===== src/rtl/uart_frame_recv.sv =====
// UART frame receiver: assembles FRAME_BYTES bytes from uart_rxd into frame_data.
// Ports: sys_clk/sys_rst_n, uart_rxd in; rx_byte/valid, frame_data/valid, frame_err/err_code, rx_busy, byte_cnt out.
`timescale 1ns/1ps
module uart_frame_recv #(
  parameter int          CLK_FREQ     = 50000000,
  parameter int          UART_BPS     = 9600,
  parameter int          FRAME_BYTES  = 8,
  parameter bit          LSB_FIRST    = 1'b1,
  parameter bit          USE_HEADER   = 1'b0,
  parameter logic [7:0]  HEADER       = 8'hA5,
  parameter int          TIMEOUT_BITS = 20
) (
  input  logic                               sys_clk,
  input  logic                               sys_rst_n,
  input  logic                               uart_rxd,
  output logic [7:0]                         rx_byte,
  output logic                               rx_byte_valid,
  output logic [8*FRAME_BYTES-1:0]           frame_data,
  output logic                               frame_valid,
  output logic                               frame_err,
  output logic [1:0]                         err_code,
  output logic                               rx_busy,
  output logic [$clog2(FRAME_BYTES+1)-1:0]   byte_cnt
);

  localparam int BPS_CNT = CLK_FREQ / UART_BPS;
  localparam int HALF    = BPS_CNT / 2;
  localparam int BW0     = $clog2(BPS_CNT + 1);
  localparam int BW      = (BW0 > 16) ? BW0 : 16;
  localparam int TO_MAX  = TIMEOUT_BITS * BPS_CNT;
  localparam int TW      = $clog2(TO_MAX + 1);
  localparam int CW      = $clog2(FRAME_BYTES + 1);
  localparam int FW      = 8 * FRAME_BYTES;

  typedef enum logic [1:0] {
    B_IDLE, B_START, B_DATA, B_STOP
  } bstate_t;

  typedef enum logic {
    F_HUNT, F_COLLECT
  } fstate_t;

  localparam fstate_t START_ST =
    USE_HEADER ? F_HUNT : F_COLLECT;

  logic          sync1, sync2, sync3;
  logic          fall;
  bstate_t       bst, bst_nx;
  logic [BW-1:0] bit_tmr;
  logic [2:0]    bit_idx;
  logic [7:0]    shreg;
  logic          half_hit, full_hit;
  logic          stop_hit;
  logic          fe_q;

  // synchroniser preset to idle so reset never looks like a start bit
  always_ff @(posedge sys_clk or negedge sys_rst_n) begin
    if (!sys_rst_n) begin
      sync1 <= 1'b1;
      sync2 <= 1'b1;
      sync3 <= 1'b1;
    end else begin
      sync1 <= uart_rxd;
      sync2 <= sync1;
      sync3 <= sync2;
    end
  end

  assign fall     = sync3 & ~sync2;
  assign half_hit = (bit_tmr == BW'(HALF - 1));
  assign full_hit = (bit_tmr == BW'(BPS_CNT - 1));
  assign stop_hit = (bst == B_STOP) && full_hit;

  always_ff @(posedge sys_clk or negedge sys_rst_n) begin
    if (!sys_rst_n) bst <= B_IDLE;
    else            bst <= bst_nx;
  end

  always_comb begin
    bst_nx = bst;
    unique case (bst)
      B_IDLE:  if (fall) bst_nx = B_START;
      B_START: if (half_hit)
                 bst_nx = sync2 ? B_IDLE : B_DATA;
      B_DATA:  if (full_hit && bit_idx == 3'd7)
                 bst_nx = B_STOP;
      B_STOP:  if (full_hit) bst_nx = B_IDLE;
      default: bst_nx = B_IDLE;
    endcase
  end

  // timer restarts at mid start bit, so every full period lands mid-bit
  always_ff @(posedge sys_clk or negedge sys_rst_n) begin
    if (!sys_rst_n) begin
      bit_tmr       <= '0;
      bit_idx       <= '0;
      shreg         <= '0;
      rx_byte       <= '0;
      rx_byte_valid <= 1'b0;
      fe_q          <= 1'b0;
    end else begin
      if (bst == B_IDLE || bst_nx != bst || full_hit)
        bit_tmr <= '0;
      else
        bit_tmr <= bit_tmr + BW'(1);
      if (bst != B_DATA)
        bit_idx <= '0;
      else if (full_hit)
        bit_idx <= bit_idx + 3'd1;
      if (bst == B_DATA && full_hit)
        shreg <= {sync2, shreg[7:1]};
      rx_byte_valid <= stop_hit & sync2;
      fe_q          <= stop_hit & ~sync2;
      if (stop_hit & sync2)
        rx_byte <= shreg;
    end
  end

  fstate_t       fst, fst_nx;
  logic [FW-1:0] tmp, merged;
  logic          hdr_ok;
  logic [TW-1:0] to_cnt;
  logic          to_hit;
  logic          store, done, hdr_hit, abort;
  logic [1:0]    code;
  int            lane;

  assign rx_busy = hdr_ok | (byte_cnt != '0);
  assign to_hit  = rx_busy && (to_cnt == TW'(TO_MAX - 1));

  always_ff @(posedge sys_clk or negedge sys_rst_n) begin
    if (!sys_rst_n) fst <= START_ST;
    else            fst <= fst_nx;
  end

  always_comb begin
    lane = LSB_FIRST ? int'(byte_cnt)
                     : FRAME_BYTES - 1 - int'(byte_cnt);
    merged = tmp;
    for (int i = 0; i < FRAME_BYTES; i++)
      if (i == lane) merged[8*i +: 8] = rx_byte;
  end

  // a good byte outranks a coincident timeout
  always_comb begin
    fst_nx  = fst;
    store   = 1'b0;
    done    = 1'b0;
    hdr_hit = 1'b0;
    abort   = 1'b0;
    code    = 2'b00;
    unique case (fst)
      F_HUNT: begin
        if (rx_byte_valid && rx_byte == HEADER) begin
          hdr_hit = 1'b1;
          fst_nx  = F_COLLECT;
        end
      end
      F_COLLECT: begin
        unique case (1'b1)
          rx_byte_valid: begin
            store = 1'b1;
            if (byte_cnt == CW'(FRAME_BYTES - 1)) begin
              done   = 1'b1;
              fst_nx = START_ST;
            end
          end
          fe_q && rx_busy: begin
            abort  = 1'b1;
            code   = 2'b01;
            fst_nx = START_ST;
          end
          to_hit: begin
            abort  = 1'b1;
            code   = 2'b10;
            fst_nx = START_ST;
          end
          default: ;
        endcase
      end
      default: fst_nx = START_ST;
    endcase
  end

  always_ff @(posedge sys_clk or negedge sys_rst_n) begin
    if (!sys_rst_n) begin
      tmp         <= '0;
      byte_cnt    <= '0;
      hdr_ok      <= 1'b0;
      to_cnt      <= '0;
      frame_data  <= '0;
      frame_valid <= 1'b0;
      frame_err   <= 1'b0;
      err_code    <= 2'b00;
    end else begin
      frame_valid <= done;
      frame_err   <= abort;
      if (abort) err_code <= code;
      if (done)  frame_data <= merged;
      if (done || abort) begin
        tmp      <= '0;
        byte_cnt <= '0;
      end else if (store) begin
        tmp      <= merged;
        byte_cnt <= byte_cnt + CW'(1);
      end
      if (hdr_hit)            hdr_ok <= 1'b1;
      else if (done || abort) hdr_ok <= 1'b0;
      if (!rx_busy || rx_byte_valid || abort)
        to_cnt <= '0;
      else
        to_cnt <= to_cnt + TW'(1);
    end
  end

endmodule


===== config.mk =====
export PLATFORM = sky130hd
export DESIGN_NAME = uart_frame_recv
export DESIGN_NICKNAME = d
export VERILOG_FILES = /design/src/rtl/uart_frame_recv.sv
export SDC_FILE = /design/constraint.sdc
export NUM_CORES = 1
export LEC_CHECK = 0
export BUFFER_PORTS_ARGS = -buffer_cell sky130_fd_sc_hd__buf_2
export CORE_MARGIN = 2
export CORE_UTILIZATION = 53
export DETAILED_ROUTE_END_ITERATION = 7
export GPL_TIMING_DRIVEN = 0
export PLACE_DENSITY = 0.77
export SYNTH_ARGS = -nofsm -noshare
export SYNTH_HDL_FRONTEND = slang
export SYNTH_SLANG_ARGS = --single-unit

===== constraint.sdc =====
create_clock -name sys_clk -period 2.45 [get_ports sys_clk]
set_input_delay 0.49 -clock sys_clk [delete_from_list [all_inputs] [get_ports sys_clk]]
set_output_delay 0.49 -clock sys_clk [all_outputs]
set_load 0.005 [all_outputs]

Yosys cells after proc, flatten, opt, wreduce, memory -nomap -nowiden
Index checks and enable logic that the tools add are counted.
{"block": "totals", "register_bits": 197, "word_cells": 102}
{"block": "classes", "addsub": 4, "n_eq_ne": 18, "mux": 36, "bitwise": 6, "n_reduce_logical": 19}
{"operator": "2-to-1 mux 64 bit", "n": 2}
{"operator": "2-to-1 mux 8 bit", "n": 8}
{"operator": "adder 17 x 1 -> 17 bit, second input constant", "n": 1}
{"operator": "== test 17 bit, second input constant", "n": 1}
{"operator": "2-to-1 mux 17 bit", "n": 1}
{"operator": "adder 16 x 1 -> 16 bit, second input constant", "n": 1}
{"operator": "== test 16 x 12 -> 1 bit, second input constant", "n": 1}
{"operator": "== test 16 x 13 -> 1 bit, second input constant", "n": 1}
{"operator": "== test 4 bit, first input constant", "n": 4}
{"operator": "2-to-1 mux 16 bit", "n": 1}
{"operator": "2-to-1 mux 2 bit", "n": 6}
{"operator": "2-to-1 mux 1 bit", "n": 11}
{"operator": "== test 3 x 4 -> 1 bit, first input constant", "n": 2}
{"operator": "== test 8 bit, second input constant", "n": 1}
{"operator": "2-to-1 mux 4 bit", "n": 2}
{"operator": "case mux 2 bit (4 select lines)", "n": 1}
{"operator": "logical AND 1 bit", "n": 6}
{"operator": "2-to-1 mux 3 bit", "n": 2}
{"operator": "nonzero test 2 bit", "n": 3}
{"operator": "logical OR 1 bit", "n": 5}
{"operator": "adder 4 x 1 -> 4 bit, second input constant", "n": 1}
{"operator": "== test 2 bit, second input constant", "n": 2}
{"operator": "== test 2 x 4 -> 1 bit, first input constant", "n": 1}
{"operator": "== test 4 x 3 -> 1 bit, second input constant", "n": 1}
{"operator": "15 further kinds", "n": 18}

Longest topological paths before layout
Gate-level depths: netlist (run 1).
{"block": "depth", "ltp_word": 9, "depth_mapped": 10, "depth_no_buf": 7}

Worst setup path before layout (run 1)
Ideal clock, no wire load.
{"block": "synth_timing", "kind": "flip-flop to flip-flop", "startpoint": "register bit_tmr[8]", "endpoint": "register shreg[0]", "setup_time_ns": 0.125, "t_arrival_ns": 2.288, "t_required_ns": 2.325, "setup_slack_ns": 0.037, "path_stages_with_launch": 7, "n_path_buf": 1, "period_less_slack_ns": 2.413, "path_cell_list": "dfrtp_1 > or4_1 > or3_4 > or3_1 > buf_2 > nor2_8 > mux2_2"}
{"block": "synth_via", "elab_chain_len": 2}
{"element": "start, declared", "line_no": "49", "rtl": "logic [BW-1:0] bit_tmr;"}
{"element": "start signal, assigned", "line_no": "105", "rtl": "bit_tmr <= bit_tmr + BW'(1);"}
{"element": "== test 16 x 13 -> 1 bit", "line_no": "71", "rtl": "assign full_hit = (bit_tmr == BW'(BPS_CNT - 1));"}
{"element": "logical AND 1 bit", "line_no": "110", "rtl": "if (bst == B_DATA && full_hit)"}
{"element": "end signal, assigned", "line_no": "111", "rtl": "shreg <= {sync2, shreg[7:1]};"}
{"element": "end, declared", "line_no": "51", "rtl": "logic [7:0] shreg;"}
No other way between the ends.
A chain may end at the register's enable or synchronous reset.

Worst setup path in the final report (run 1)
{"block": "layout_timing", "startpoint": "register bit_tmr[15]", "endpoint": "register shreg[2]"}
The elaborated chain is that of the path after synthesis.

==> impl_results.md, run 1 <==
* Status: complete, but fails checks
* Failing checks: negative hold slack
* Fillcell total at 1104
* Worst-margin pin slew at 732 ps
* Cell taking the most area after synthesis: dfrtp_1
* Clock buffer depth at 2
* Clock Latency Late Sink at 440 ps
* DRT iter0 DRCs at 345
* Mux cell area share after synthesis at 5.27%
* Ant diodes at 0
* RSZ-0062 raised after global routing: true
* Crit path kind: register to register
* Clock sinks at 189
* Clock period minus worst slack at 2410 ps
* CTS buffer count at 17
* Final worst path period share at 98.4%
* Post-Synth Simple-Gate Area at 17.9%
* Post-synthesis sequential area ratio at 59.4%
* CTS tree: done
* DIE AREA at 16000 sq um
* Boundary Pins at 85
* Total power at 6.34 mW
* Largest net degree at the start of global routing at 122
* Core area at 14600 sq um
* Residual DRC at 0
* CTS clock-pin slew for the worst setup and hold paths at 70 ps
* Post-Synth Adder-Cell Area at 1.26%
* Vias at 5967
* P&R area growth vs syn at 18.4%
* Commonest non-fill, non-tap cells in the layout: nand2_1 (206), dfrtp_1 (184), buf_2 (87), nor2_1 (53), o21ai_0 (51)
* RePlAce Congestion at 0.808
* Slew Viols, Final at 0
* Height of the die at 127 um
* Nets at 892
* Placed cell areas at 8660 sq um
* Initial Util at 54.6%
* Synthesized flop and latch total at 189
* Rel. slew slack at 51.2%
* Synth warnings at 0
* Critical Path Sink Type: register
* Distinct cells, synth at 51
* Fmax at 415 MHz
* Gate Count Post-Synth at 771
* Commonest non-fill, non-tap cell in the layout: nand2_1
* Hold WC Path Type: input port to async pin
* Via density at 5.54
* Place WS at -377 ps
* First-pass GRT wire length at 29.2 mm
* Detailed Route WL at 17.8 mm
* Final cell count without fillers at 1077
* XOR/XNOR Fraction of Synth Area at 3.41%
* Fin worst setup slack at 39.8 ps
* Pwr Density at 672 nW/um^2
* Synthesized net count at 782
* Synthesized cell area at 7970 sq um
* Largest family of logic cells by synthesized area: simple AND/OR/NAND/NOR gates
* Post-synthesis compound-gate area fraction at 9.92%
* Vias in the first global route at 5675
* Final ANT Viol Nets at 0
* Hold buffers post-CTS at 0
* EDFF count, synth at 0
* CTS H-Tree Depth at 4
* Crit Path Max Fanout at 8
* Ranking of synthesized cells by area: dfrtp_1 (58%), nand2_1 (9.7%), o21ai_0 (3.2%)
* Placed insts at 1040
* CP required at 2770 ps
* Total track usage at 23.1%
* Die X at 127 um
* Share of layout cells above drive strength 1 at 18.4%
* Multi-input logic area at 3110 sq um
* Setup-failing EPs final at 0
* Main synth FF type: dfrtp_1
* Drt wl/cell at 16.5 um
* WHS at -13.1 ps
* Worst ir drop on vdd at 0.000650 V
* Leak at 4.82 nW
* Crit start category: register
* Gr ovfl total at 0
* Post-layout instance area at 9430 sq um
* Hold Vio Cnt, Final at 5
* Worst Skew at 9.48 ps
* Synth top area share at 58.1%
* Syn avg cell area at 10.3 sq um
* Initial antenna violation count at 0
* Port bufs at 84
* Clk root buf: clkbuf_16
* HPWL Detailed at 11.7 mm
* Rows at 44
* Worst path arrival time at 2730 ps
* Setup TNS at 0 ps
* Register area at 4740 sq um
* Max-Cap Viols at 0
* Pre-Repair DR Iteration Count at 4
* Asr flop ratio synth at 100%
* Final core occ at 64.7%
==> worst paths after layout <==
path | start | to | slack (ps) | cells after the start
worst max register to register | bit_tmr[15] | shreg[2] | 40 | 5
max in group asynchronous | sys_rst_n | tmp[50] | 1510 | 2
min in group sys_clk | uart_rxd | sync1 | 150 | 1
worst min register to register | sync1 | sync2 | 370 | 0
worst max-delay path | bit_tmr[15] | shreg[2] | 40 | 5
worst min-delay path | sys_rst_n | tmp[11] | -10 | 1
==> where the power goes <==
group	internal, mW	leakage, nW	switching, mW
combinational	0.106	1.90	0.158
clock	1.71	0.301	1.16
sequential	3.17	2.62	0.0453
total	4.98	4.82	1.36
==> state kept, by name (all words and copies together), names as in the netlist, 2 cells and up <==
name        count
bit_idx         3
shreg           8
tmp            56
bit_tmr        16
bst             2
frame_data     64
to_cnt         17
byte_cnt        4
err_code        2
rx_byte         8
==> worst max-delay path, stage by stage (launching register included) <==
cell and delay [ps]:
dfrtp_1 380, or4_4 540, or3_4 370, or3_4 450
nor2_8 240, mux2_4 330
==> kinds of logic after synthesis <==
logic type,after synthesis
XOR/XNOR,31
AND/OR/NAND/NOR,321
multiplexers,40
flip-flops,189
adder cells (fa/ha/maj),8
buffers and inverters,57
AO/OA/AOI/OAI,125
==> cells in the mapped netlist (12+ instances only) <==
master	n
xnor2_1	13
dfrtp_1	185
inv_1	13
mux2_2	16
nand3_1	12
o21ai_0	51
mux2i_1	24
clkbuf_1	36
nand2_1	206
o2bb2ai_1	24
a21oi_1	30
xor2_1	18
nor2_1	53
==> per-layer routing <==
| layer | part of all wire [%] | track usage [%] | up-vias |
|---|---|---|---|
| met5 | 0 | 0 | - |
| met4 | 1.3 | 6.53 | 0 |
| met1 | 46 | 32.5 | 2988 |
| met3 | 4.4 | 5.48 | 21 |
| met2 | 48 | 36.3 | 120 |
| li1 | - | - | 2838 |
==> area by class of cell <==
class / count / area share, %
multi-input combinational: 525 / 32.9
tap: 184 / 2.44
clock inverter: 10 / 1.46
buffer: 40 / 1.74
inverter: 14 / 0.557
clock buffer: 21 / 5.09
sequential: 189 / 50.2
timing repair buffer: 94 / 5.57
==> timing repair <==
item	CTS	global route
pin swaps	4	4
setup endpoints to repair	110	87
buffers inserted	5	4
resized for setup	14	11
Power figures use the tool's default switching activity.
==> run 2, diff against run 1 <==
Settings changed: CORE_UTILIZATION 53 to 58, PLACE_DENSITY 0.77 to 0.8.
Clock period 2.45 ns to 2.3 ns, I/O delays scaled along.
==> impl_results.md, run 2 (synthesis gave the netlist of run 1 again) <==
* Fillcell total at 959
* Residual DRC at 0
* Via density at 5.61
* RSZ-0062 raised after global routing: true
* GRT busiest layer: met2
* Largest net degree at the start of global routing at 126
* Pwr Density at 681 nW/um^2
* Met3 Track Usage GR at 4.89%
* Total track usage at 25.5%
* RePlAce Congestion at 0.832
* Worst path arrival time at 2690 ps
* Hold Vio Cnt, Final at 0
* Reg2reg setup slack at -80 ps
* CTS H-Tree Depth at 4
* Worst Skew at 8.56 ps
* Commonest non-fill, non-tap cell in the layout: nand2_1
* Leak at 4.90 nW
* DIE AREA at 14700 sq um
* Vias in the first global route at 5764
* Place WS at -507 ps
* Max reg flops at 64
* Routing usage on met2 at 39.6%
* Biggest regs: frame_data (64), tmp (56), to_cnt (17)
* Commonest non-fill, non-tap cells in the layout: nand2_1 (206), dfrtp_1 (182), buf_2 (86), nor2_1 (53), o21ai_0 (51)
* Crit path kind: register to register
* Failing checks: negative setup slack
* Final worst path period share at 103%
* Fmax at 420 MHz
* Grt met1 use at 36.6%
* HPWL Detailed at 11.5 mm
* Ant diodes at 0
* Worst-margin pin slew at 678 ps
* Hold WC Path Type: input port to register
* Fin worst setup slack at -79.2 ps
* Max-Cap Viols at 0
* Clock buffer depth at 2
* Clk root buf: clkbuf_16
* First-pass GRT wire length at 29.4 mm
* Core area at 13300 sq um
* Die X at 121 um
* Critical Path Sink Type: register
* P&R area growth vs syn at 20.4%
* Rows at 42
* Initial antenna violation count at 0
* Initial Util at 59.7%
* Boundary Pins at 85
* Drt wl/cell at 16.4 um
* Gr ovfl total at 0
* Pre-Repair DR Iteration Count at 5
* Placed cell areas at 8650 sq um
* CP required at 2610 ps
* Largest reg by FF count: frame_data
* DRT iter0 DRCs at 479
* Clock period minus worst slack at 2380 ps
* Rel. slew slack at 54.8%
* CTS clock-pin slew for the worst setup and hold paths at 70 ps
* Port bufs at 84
* CTS buffer count at 17
* Clock Latency Late Sink at 430 ps
* Post-layout instance area at 9590 sq um
* Vias at 6099
* CTS tree: done
* Clock sinks at 189
* Height of the die at 121 um
* Nets at 910
* Slew Viols, Final at 0
* Status: complete, but fails checks
* Final ANT Viol Nets at 0
* Detailed Route WL at 17.8 mm
* Worst ir drop on vdd at 0.000454 V
* Crit start category: register
* Crit Path Max Fanout at 8
* Share of layout cells above drive strength 1 at 21.3%
* Setup-failing EPs final at 8
[run 2: cell types whose count changed in the layout (fill, tap and decap cells not counted), moves of 3 or more]
| cell | before | now |
|---|---|---|
| buf_4 | 9 | 23 |
| a21oi_2 | 1 | 4 |
| inv_6 | 0 | 4 |
| a21oi_1 | 29 | 26 |
| clkbuf_8 | 4 | 1 |
| clkinvlp_4 | 2 | 6 |
[run 2: path summary, 6_finish.rpt]
path	from	end	depth (start not counted)
setup / recovery	bit_tmr[15]	shreg[4]	5
hold reg to reg	sync1	sync2	0
setup reg to reg	bit_tmr[15]	shreg[4]	5
hold / removal	uart_rxd	sync1	1
min in group asynchronous	sys_rst_n	frame_valid	2
max in group asynchronous	sys_rst_n	byte_cnt[1]	3
[run 2: repair_timing]
action	CTS	global route
buffers inserted	10	15
gates cloned	1	0
hold endpoints to repair	64	0
hold buffers	1	0
setup endpoints to repair	143	96
resized for setup	30	14
pin swaps	8	8
[run 2: metrics by stage]
step           TNS (ps)  hold WS (ps)  total power [mW]  std cells  util, %
2_1_floorplan      -591           164              3.62        771        -
3_3_place_gp    -442240           346              3.72       1031     64.6
3_5_place_dp     -34160           355              3.73       1032     64.8
4_1_cts           -1320           120              6.56       1074     70.7
5_1_grt           -1470           116              6.76       1088     71.9
6_report           -557           129              6.54       1088     71.9
[run 2: power breakdown]
part           switching (mW)  leakage (nW)  internal, mW  total [mW]
clock network            1.30         0.259          1.51        2.80
logic                   0.174          2.03         0.139       0.313
registers              0.0477          2.61          3.37        3.42
total                    1.52          4.90          5.02        6.54
[run 2: metal layers]
metal | share of wire, % | wire length [um]
met1 | 45 | 7950
met4 | 1.5 | 275
met3 | 5.1 | 911
met5 | 0 | 0
met2 | 49 | 8700
[run 2: area by class of cell]
| type | count | area, sq um | share of cell area [%] |
|---|---|---|---|
| Inverter | 14 | 52.6 | 0.548 |
| Sequential cell | 189 | 4740 | 49.4 |
| Clock inverter | 15 | 141 | 1.47 |
| Buffer | 40 | 180 | 1.88 |
| Clock buffer | 17 | 425 | 4.43 |
| Tap cell | 176 | 220 | 2.30 |
| Multi-Input combinational cell | 525 | 3140 | 32.7 |
| Timing Repair Buffer | 112 | 696 | 7.25 |
[run 2: critical path, stage by stage (launching register included)]
cell	delay [ps]
dfrtp_1	370
or4_1	520
or3_4	380
or3_4	450
nor2_8	220
mux2_4	330
